## src/rtl/serial_link_scheduler.sv

```systemverilog
// ============================================================================
//  Module   : serial_link_scheduler
//  Purpose  : Round-robin nonce scheduler and RX work-frame counter for a
//             shared serial core. Optional macro STALE_NONCE_FLUSH_EN drops
//             pending nonces on every new_job pulse.
//  Revision : 1.0 - initial release
// ============================================================================
`default_nettype none

module serial_link_scheduler #(
   parameter int NUM_REQ       = 4,
   parameter int FRAME_BYTES   = 64,
   parameter int RX_TIMEOUT    = 2500000,
   parameter int TX_START_WAIT = 4
) (
   input  logic                               clk,
   input  logic                               rst_n,
   input  logic                               rx_ready,
   input  logic                               tx_busy,
   output logic                               tx_ready,
   output logic [31:0]                        word,
   input  logic [NUM_REQ-1:0]                 req_valid,
   input  logic [32*NUM_REQ-1:0]              req_nonce,
   output logic [NUM_REQ-1:0]                 req_pending,
   output logic                               new_job,
   output logic [$clog2(FRAME_BYTES+1)-1:0]   rx_byte_count,
   output logic [7:0]                         overflow_count,
   output logic                               tx_error
);

   localparam int CW = $clog2(FRAME_BYTES + 1);
   localparam int IW = (NUM_REQ > 1) ? $clog2(NUM_REQ) : 1;
   localparam int TW = $clog2(RX_TIMEOUT + 1);
   localparam int SW = $clog2(TX_START_WAIT + 1);

   typedef enum logic [1:0] {
      ST_IDLE       = 2'd0,
      ST_LOAD       = 2'd1,
      ST_WAIT_START = 2'd2,
      ST_WAIT_DONE  = 2'd3
   } state_t;

   state_t                    state_q;
   logic                      tx_ready_q;
   logic [31:0]               word_q;
   logic [IW-1:0]             rr_q;
   logic [SW-1:0]             start_tmr_q;
   logic                      tx_error_q;

   logic [NUM_REQ-1:0]        pending_q, pending_d;
   logic [NUM_REQ-1:0][31:0]  nonce_q, nonce_d;
   logic [7:0]                overflow_q, overflow_d;

   logic [CW-1:0]             rx_cnt_q, rx_cnt_d;
   logic [TW-1:0]             rx_tmr_q, rx_tmr_d;
   logic                      new_job_q, new_job_d;

   logic                      w_flush;
   logic                      w_found;
   logic [IW-1:0]             w_gnt_idx;
   logic [IW:0]               w_idx_x;
   logic                      w_grant;
   logic [NUM_REQ-1:0]        w_gnt_vec;
   logic [IW-1:0]             w_rr_next;
   logic [3:0]                w_drops;
   logic [8:0]                w_ovf_sum;
   logic                      w_rx_timeout;
   logic [CW-1:0]             w_rx_base;
   logic [CW-1:0]             w_rx_inc;

`ifdef STALE_NONCE_FLUSH_EN
   assign w_flush = new_job_q;
`else
   assign w_flush = 1'b0;
`endif

   // First pending requester at or after the round-robin pointer
   always_comb begin
      w_found   = 1'b0;
      w_gnt_idx = '0;
      w_idx_x   = '0;
      for (int k = 0; k < NUM_REQ; k++) begin
         w_idx_x = {1'b0, rr_q} + (IW+1)'(k);
         if (w_idx_x >= (IW+1)'(NUM_REQ)) begin
            w_idx_x = w_idx_x - (IW+1)'(NUM_REQ);
         end
         if (!w_found && pending_q[w_idx_x[IW-1:0]]) begin
            w_found   = 1'b1;
            w_gnt_idx = w_idx_x[IW-1:0];
         end
      end
   end

   assign w_grant   = (state_q == ST_IDLE) && w_found && !tx_busy && !w_flush;
   assign w_gnt_vec = w_grant ? (NUM_REQ'(1) << w_gnt_idx) : '0;
   assign w_rr_next = (w_gnt_idx == IW'(NUM_REQ - 1)) ? '0 : (w_gnt_idx + IW'(1));

   // Holding registers: a capture on the grant cycle refills the slot
   always_comb begin
      pending_d = pending_q;
      nonce_d   = nonce_q;
      w_drops   = 4'd0;
      for (int i = 0; i < NUM_REQ; i++) begin
         if (w_flush) begin
            pending_d[i] = 1'b0;
         end else if (req_valid[i] && (!pending_q[i] || w_gnt_vec[i])) begin
            pending_d[i] = 1'b1;
            nonce_d[i]   = req_nonce[32*i +: 32];
         end else if (req_valid[i]) begin
            w_drops = w_drops + 4'd1;
         end else if (w_gnt_vec[i]) begin
            pending_d[i] = 1'b0;
         end
      end
      w_ovf_sum  = {1'b0, overflow_q} + 9'(w_drops);
      overflow_d = w_ovf_sum[8] ? 8'hFF : w_ovf_sum[7:0];
   end

   always_ff @(posedge clk or negedge rst_n) begin
      if (!rst_n) begin
         pending_q  <= '0;
         nonce_q    <= '0;
         overflow_q <= 8'd0;
      end else begin
         pending_q  <= pending_d;
         nonce_q    <= nonce_d;
         overflow_q <= overflow_d;
      end
   end

   always_ff @(posedge clk or negedge rst_n) begin
      if (!rst_n) begin
         state_q     <= ST_IDLE;
         tx_ready_q  <= 1'b0;
         word_q      <= 32'd0;
         rr_q        <= '0;
         start_tmr_q <= '0;
         tx_error_q  <= 1'b0;
      end else begin
         tx_ready_q <= 1'b0;
         case (state_q)
            ST_IDLE: begin
               if (w_grant) begin
                  word_q     <= nonce_q[w_gnt_idx];
                  rr_q       <= w_rr_next;
                  tx_ready_q <= 1'b1;
                  state_q    <= ST_LOAD;
               end
            end
            ST_LOAD: begin
               start_tmr_q <= '0;
               state_q     <= ST_WAIT_START;
            end
            ST_WAIT_START: begin
               if (tx_busy) begin
                  state_q <= ST_WAIT_DONE;
               end else if (start_tmr_q == SW'(TX_START_WAIT - 1)) begin
                  tx_error_q <= 1'b1;
                  state_q    <= ST_IDLE;
               end else begin
                  start_tmr_q <= start_tmr_q + SW'(1);
               end
            end
            ST_WAIT_DONE: begin
               if (!tx_busy) begin
                  state_q <= ST_IDLE;
               end
            end
            default: state_q <= ST_IDLE;
         endcase
      end
   end

   // A timeout coinciding with a strobe discards first, then counts the strobe
   always_comb begin
      w_rx_timeout = (rx_cnt_q != '0) && (rx_tmr_q == TW'(RX_TIMEOUT - 1));
      w_rx_base    = w_rx_timeout ? '0 : rx_cnt_q;
      w_rx_inc     = w_rx_base + CW'(1);
      rx_cnt_d     = rx_cnt_q;
      rx_tmr_d     = rx_tmr_q;
      new_job_d    = 1'b0;
      if (rx_ready) begin
         rx_tmr_d = '0;
         if (w_rx_inc == CW'(FRAME_BYTES)) begin
            rx_cnt_d  = '0;
            new_job_d = 1'b1;
         end else begin
            rx_cnt_d = w_rx_inc;
         end
      end else if (w_rx_timeout) begin
         rx_cnt_d = '0;
         rx_tmr_d = '0;
      end else if (rx_cnt_q != '0) begin
         rx_tmr_d = rx_tmr_q + TW'(1);
      end
   end

   always_ff @(posedge clk or negedge rst_n) begin
      if (!rst_n) begin
         rx_cnt_q  <= '0;
         rx_tmr_q  <= '0;
         new_job_q <= 1'b0;
      end else begin
         rx_cnt_q  <= rx_cnt_d;
         rx_tmr_q  <= rx_tmr_d;
         new_job_q <= new_job_d;
      end
   end

   assign tx_ready       = tx_ready_q;
   assign word           = word_q;
   assign req_pending    = pending_q;
   assign new_job        = new_job_q;
   assign rx_byte_count  = rx_cnt_q;
   assign overflow_count = overflow_q;
   assign tx_error       = tx_error_q;

endmodule

`default_nettype wire

```

## config.mk

```make
export PLATFORM = sky130hd
export DESIGN_NAME = serial_link_scheduler
export DESIGN_NICKNAME = d
export VERILOG_FILES = /design/src/rtl/serial_link_scheduler.sv
export SDC_FILE = /design/constraint.sdc
export NUM_CORES = 1
export LEC_CHECK = 0
export CORE_UTILIZATION = 25
export DETAILED_ROUTE_END_ITERATION = 6
export SYNTH_ARGS = -nofsm -noshare
export SYNTH_HDL_FRONTEND = slang
export SYNTH_SLANG_ARGS = --single-unit
```

## constraint.sdc

```tcl
create_clock -name clk -period 12.1 [get_ports clk]
set_clock_uncertainty 0.1 [all_clocks]
set_input_delay 1.21 -clock clk [delete_from_list [all_inputs] [get_ports clk]]
set_output_delay 1.21 -clock clk [all_outputs]
set_load 0.02 [all_outputs]
```

### Yosys cells after proc, flatten, opt, wreduce, memory -nomap -nowiden

Index checks and enable logic that the tools add are counted.

* logic and storage cells: 161
* bits of input ports: 136
* flip-flop bits (word level): 211

* equal/unequal tests: 16
* reduce and logical (&&, ||, !) cells: 38
* $lt $le $gt $ge: 9
* $add $sub $neg: 15
* shift-type cells: 1
* bitwise gates (word level): 1
* multiplexer cells: 63

Operator list (number)
* two-way mux 22 bit: 3
* binary-select mux 32 bit (select 2 bit): 1
* two-way mux 32 bit: 1
* two-way mux 4 bit: 8
* two-way mux 2 bit: 13
* two-way mux 1 bit: 25
* adder 22 x 1 -> 22 bit, second input constant: 1
* == test 22 bit, second input constant: 1
* two-way mux 7 bit: 3
* < comparator 2 x 3 -> 1 bit, second input constant: 5
* adder 4 x 1 -> 4 bit, second input constant: 3
* logical AND 1 bit: 10
* AND reduction 2 bit: 5
* nonzero test 2 bit: 5
* adder 8 x 4 -> 9 bit: 1
* greater-or-equal comparator 3 bit, second input constant: 3
* AND reduction 3 bit: 3
* binary-select mux 1 bit (select 2 bit): 4
* zero test 1 bit: 8
* two-way mux 8 bit: 1
* inequality test 2 x 1 -> 1 bit, second input constant: 4
* inequality test 2 bit, second input constant: 4
* case mux 2 bit (4 select lines): 1
* subtractor 2 x 1 -> 2 bit, second input constant: 4
* 19 further kinds: 26

### Longest topological paths before layout

* depth after elaboration: 31
* gate-level depth with buffers: 27
* mapped depth without buffers: 24

### Least setup slack after synthesis

No wires, ideal clock.

* kind: register to register
* start point: reg pending_q[0], in the netlist req_pending[0]
* end point: reg overflow_q[5], in the netlist overflow_count[5]
* cell stages (with the launch flop): 26
* setup time: 124 ps
* slack: 7092 ps
* required time: 11876 ps
* arrival: 4784 ps
* buffers on the path: 3
* clock period less this slack: 5008 ps
* cells stage by stage: dfrtp_1 -> mux2_1 -> nand2_1 -> and3b_1 -> clkbuf_1 -> buf_4 -> buf_4 -> inv_1 -> ha_1 -> a21oi_1 -> ha_1 -> nor2b_1 -> a311oi_1 -> nand3_1 -> ha_1 -> nand2_1 -> o21ai_0 -> ha_1 -> o22a_1 -> ha_1 -> a21o_1 -> a21oi_1 -> nor2b_1 -> o21ai_0 -> xor2_1 -> nand2_1

* longest elaborated chain between the ends: 29
* elaborated cells between the ends (all ways): 47

RTL lines
* start, declared: RTL line 50 `logic [NUM_REQ-1:0] pending_q, pending_d;`
* start signal, assigned: RTL line 125 `pending_q <= pending_d;`
* binary-select mux 1 bit (select 2 bit): RTL line 87 `if (!w_found && pending_q[w_idx_x[IW-1:0]]) begin`
* two-way mux 1 bit (not written as such): RTL line 87
* two-way mux 1 bit: RTL line 87
* zero test 1 bit: RTL line 87
* logical AND 1 bit: RTL line 87
* two-way mux 1 bit: RTL line 87
* zero test 1 bit: RTL line 87
* logical AND 1 bit: RTL line 87
* (+14 left out)
* two-way mux 4 bit: RTL line 109 `end else if (req_valid[i]) begin`
* two-way mux 4 bit: RTL line 106 `end else if (req_valid[i] && (!pending_q[i] || w_gnt_vec[i])) begin`
* adder 4 x 1 -> 4 bit: RTL line 110 `w_drops = w_drops + 4'd1;`
* two-way mux 4 bit: RTL line 109
* two-way mux 4 bit *: RTL line 106
* adder 8 x 4 -> 9 bit *: RTL line 115 `w_ovf_sum = {1'b0, overflow_q} + 9'(w_drops);`
* two-way mux 8 bit *: RTL line 116 `overflow_d = w_ovf_sum[8] ? 8'hFF : w_ovf_sum[7:0];`
* via overflow_d[5]: RTL line 52 `logic [7:0] overflow_q, overflow_d;`
* end signal, assigned: RTL line 127 `overflow_q <= overflow_d;`
* end, declared: RTL line 52

The timed path passes the listed nets; every way through them passes the cells marked *. The select of a mux whose other input is x is not followed.
A chain may end at the register's enable or synchronous reset.

### Worst setup path after layout

* start point: reg rr_q[1]
* end point: reg overflow_q[5], in the netlist overflow_count[5]

* longest elaborated chain between the ends: 31
* elaborated cells between the ends (all ways): 61

RTL lines
* start, declared: RTL line 46 `logic [IW-1:0] rr_q;`
* start signal, assigned: RTL line 145 `rr_q <= w_rr_next;`
* branches (longest 16 deep; another with adder 2 x 1 -> 3 bit)
* two-way mux 4 bit *: RTL line 95 `assign w_gnt_vec = w_grant ? (NUM_REQ'(1) << w_gnt_idx) : '0;`
* logical OR 1 bit: RTL line 106
* logical AND 1 bit: RTL line 106
* two-way mux 4 bit: RTL line 106
* adder 4 x 1 -> 4 bit: RTL line 110
* two-way mux 4 bit: RTL line 109
* two-way mux 4 bit: RTL line 106
* adder 4 x 1 -> 4 bit: RTL line 110
* two-way mux 4 bit: RTL line 109
* two-way mux 4 bit: RTL line 106
* adder 4 x 1 -> 4 bit: RTL line 110
* two-way mux 4 bit: RTL line 109
* two-way mux 4 bit *: RTL line 106
* adder 8 x 4 -> 9 bit *: RTL line 115
* two-way mux 8 bit *: RTL line 116
* via overflow_d[5]: RTL line 52

Mark *: on every way through the listed nets, which the timed path passes. The select of a mux whose other input is x is not followed.

==> impl_metrics.json <==
{
  "status": "completed",
  "grt_use_met3_pct": 2.85,
  "synth_top_area_cell": "dfrtp_1",
  "intPower_w": 0.00219,
  "slowest_stage": "and3b_4",
  "ys_top_cells_by_area": "dfrtp_1 (53%), mux2_2 (15%), mux2i_1 (10%), mux2_1 (3.4%), ha_1 (1.8%)",
  "grt_max_degree": 82,
  "clock_power_share_pct": 26.0,
  "cts-root-buf": "clkbuf_16",
  "fin_ws_ns": 6.75,
  "cts.clk_slew.worst_paths_ns": 0.06,
  "cts_setup_buffers": 0,
  "clkLatencyLatePin_ns": 0.54,
  "avgViaCountPerCell": 4.43,
  "slew_headroom_pct": 26.5,
  "fin_area_sq_um": 13300,
  "syn_area_per_cell_sq_um": 12.9,
  "setup.worst_path.start_class": "flop",
  "min_path_type": "flop to flop",
  "cap_violations": 0,
  "period_needed_ns": 5.35,
  "wl_per_cell_um": 17.0,
  "switching_share_pct": 32.4,
  "die_h_um": 202,
  "ys_seq_area_share_pct": 53.0,
  "drt_wl_total_um": 25500,
  "synth_area_sq_um": 9970,
  "cts_tree": "yes",
  "rsz0062_at_grt": "no",
  "pwr-share-comb_pct": 37.3,
  "crit_required_ns": 12.42,
  "syn_to_final_growth_pct": 33.7,
  "clock_sinks": 211,
  "synth_top_area_share_pct": 53.0,
  "synthFlopType": "dfrtp_1",
  "power_density_nw_per_um2": 243,
  "initial_core_util_pct": 25.6,
  "finalNetCount": 1112,
  "seqPwrFrac_pct": 36.8,
  "post_dp_cell_area_sq_um": 12400,
  "clockBufferDepth": 3,
  "cts_buffers": 26,
  "via_count": 6637,
  "io-pin-count": 190,
  "yosysUniqueCellTypes": 57,
  "tightest_slew_ns": 1.10,
  "finalSetupTns_ns": 0,
  "yosysWarnings": 0,
  "fin_crit_sh_pct": 44.2,
  "drive_gt1_share_pct": 21.2,
  "place_congestion": 0.777,
  "fp.coreArea_sq_um": 39000,
  "p_sw_w": 0.00105,
  "synthArstFlopShare_pct": 100,
  "use_met2_pct": 20.3,
  "dpl_worst_slack_ns": 6.22,
  "ant_nets": 0,
  "arrival_ns": 5.67,
  "antennaDiodeCount": 0,
  "antenna_found_initial": 2,
  "rrSetupSlack_ns": 6.75,
  "cts_hold_buf": 0,
  "grt_pass1_wl_um": 40100,
  "path_cells": "mux2_1 -> nand2_1 -> and3b_4 -> inv_1 -> ha_1 -> a21oi_1 -> ha_1 -> nor2b_1 -> a311oi_1 -> nand3_1 -> ha_1 -> nand2_1 -> o21ai_0 -> ha_1 -> o22a_1 -> ha_1 -> a21o_1 -> a21oi_1 -> nor2b_1 -> o21ai_0 -> xor2_1 -> nand2_1",
  "max_freq_mhz": 187,
  "reg2reg_from": "rr_q[1]",
  "timing.final.max_slew_violations": 0,
  "setup_viol": 0,
  "r2r-end": "overflow_count[5]",
  "irDropWorstVdd_uv": 128,
  "place_hpwl_um": 16700,
  "grt_overflow": 0,
  "endpoint": "overflow_count[5]",
  "synth_common_cells": "dfrtp_1 (211), mux2_2 (134), mux2i_1 (100)",
  "drtIter0Drc": 213,
  "hold_violations": 0,
  "syn-num-nets": 922,
  "crit_path_frequent_cell": "ha_1",
  "worstRegToRegCells": 22,
  "grtUsageTotal_pct": 12.6,
  "syn_inst": 771,
  "min_path_cells": 1,
  "ys_ff_latch": 211,
  "p_leak_nw": 5.84,
  "cp-end-kind": "flop",
  "cp_slowest_stage_delay_ns": 0.50,
  "crit_type": "flop to flop",
  "first_pass_iters": 5,
  "startpoint": "rr_q[1]",
  "fill_cells": 3847,
  "rows": 72,
  "drc": 0,
  "grt_pass1_vias": 6838,
  "synth.most_common_cell": "dfrtp_1",
  "io_buffers": 189,
  "grtUsageMet1_pct": 17.2,
  "cts.repair.resized": 0,
  "die_x_um": 202,
  "htree_levels": 1,
  "synth_edf_count": 0,
  "die_area_sq_um": 40700,
  "cp_max_fo": 20,
  "busiest_layer": "met2"
}
-- stage by stage --
step / util, % / hold slack, ns / instances / total power, W
after detailed placement: 31.8 / 0.375 / 1451 / 0.00243
after floorplan: - / 0.358 / 771 / 0.00200
after global placement: 31.8 / 0.368 / 1451 / 0.00240
final: 34.2 / 0.383 / 1499 / 0.00324
after CTS: 34.2 / 0.388 / 1499 / 0.00329
after global routing: 34.2 / 0.400 / 1499 / 0.00346
-- critical path: cells and delay by family, from the launching register on --
kind / cells / cell delay, ns
xor gates and xnor gates: 1 / 0.18
and+or+nand+nor: 7 / 1.15
buffers and inverters: 1 / 0.13
muxes: 1 / 0.34
AOI/OAI and AO/OA: 7 / 1.37
adders and majority gates: 5 / 1.50
DFF: 1 / 0.45
-- state kept, by name, summed over array words and instances (netlist names) --
register,cells
new_job,1
rx_byte_count,7
start_tmr_q,3
rr_q,2
nonce_q,128
rx_tmr_q,22
overflow_count,8
word,32
state_q,2
tx_error,1
req_pending,4
tx_ready,1
-- cell type report --
type,instances,area (sq um),share of cell area (%)
sequential,211,5280,39.6
multi-input combinational,515,4460,33.5
timing repair buffer,198,1960,14.7
clock buffer,38,807,6.05
tap,518,648,4.86
clock inverter,10,138,1.03
inverter,9,33.8,0.253
-- worst min-delay path by stage --
stage                     start          end  slack, ns
floorplan           nonce_q[35]  nonce_q[35]       0.36
CTS                 nonce_q[62]  nonce_q[62]       0.39
global route        nonce_q[48]  nonce_q[48]       0.40
global placement    nonce_q[43]  nonce_q[43]       0.37
finish              nonce_q[48]  nonce_q[48]       0.38
detailed placement  nonce_q[62]  nonce_q[62]       0.37
-- cell families (layout without fill, tap and decap cells) --
family | after synthesis | count (layout) | share of synthesized area [%]
xor+xnor | 27 | 27 | 2.37
simple gates | 158 | 158 | 8.30
fa+ha+maj | 15 | 15 | 1.96
flops | 211 | 211 | 53.0
mux | 264 | 264 | 28.6
compound gates | 51 | 51 | 3.40
buf+inv | 45 | 255 | 2.46
-- layout by cell type (no fill, tap or decap), types with 11 or more instances in the layout --
master           instances
mux2i_1                100
xnor2_1                 11
nand2_1                 42
clkdlybuf4s50_1        188
clkbuf_16               27
ha_1                    14
mux2_2                 134
xor2_1                  16
nand3_1                 14
mux2_1                  30
o21ai_0                 19
nor2_1                  34
dfrtp_1                211
-- per-layer routing --
layer	part of all wire, %	vias up
met3	4.8	34
met5	0.039	-
li1	-	3136
met4	2.1	2
met1	46	3316
met2	47	149
-- power by group through the flow --
stage	sequential, W	combinational [W]	clock, W
floorplan	0.00124	0.000763	0
global placement	0.00119	0.00121	0
detailed placement	0.00120	0.00122	0
CTS	0.00119	0.00123	0.000866
global route	0.00123	0.00133	0.000896
finish	0.00119	0.00121	0.000841
(Power assumes the default switching activity.)
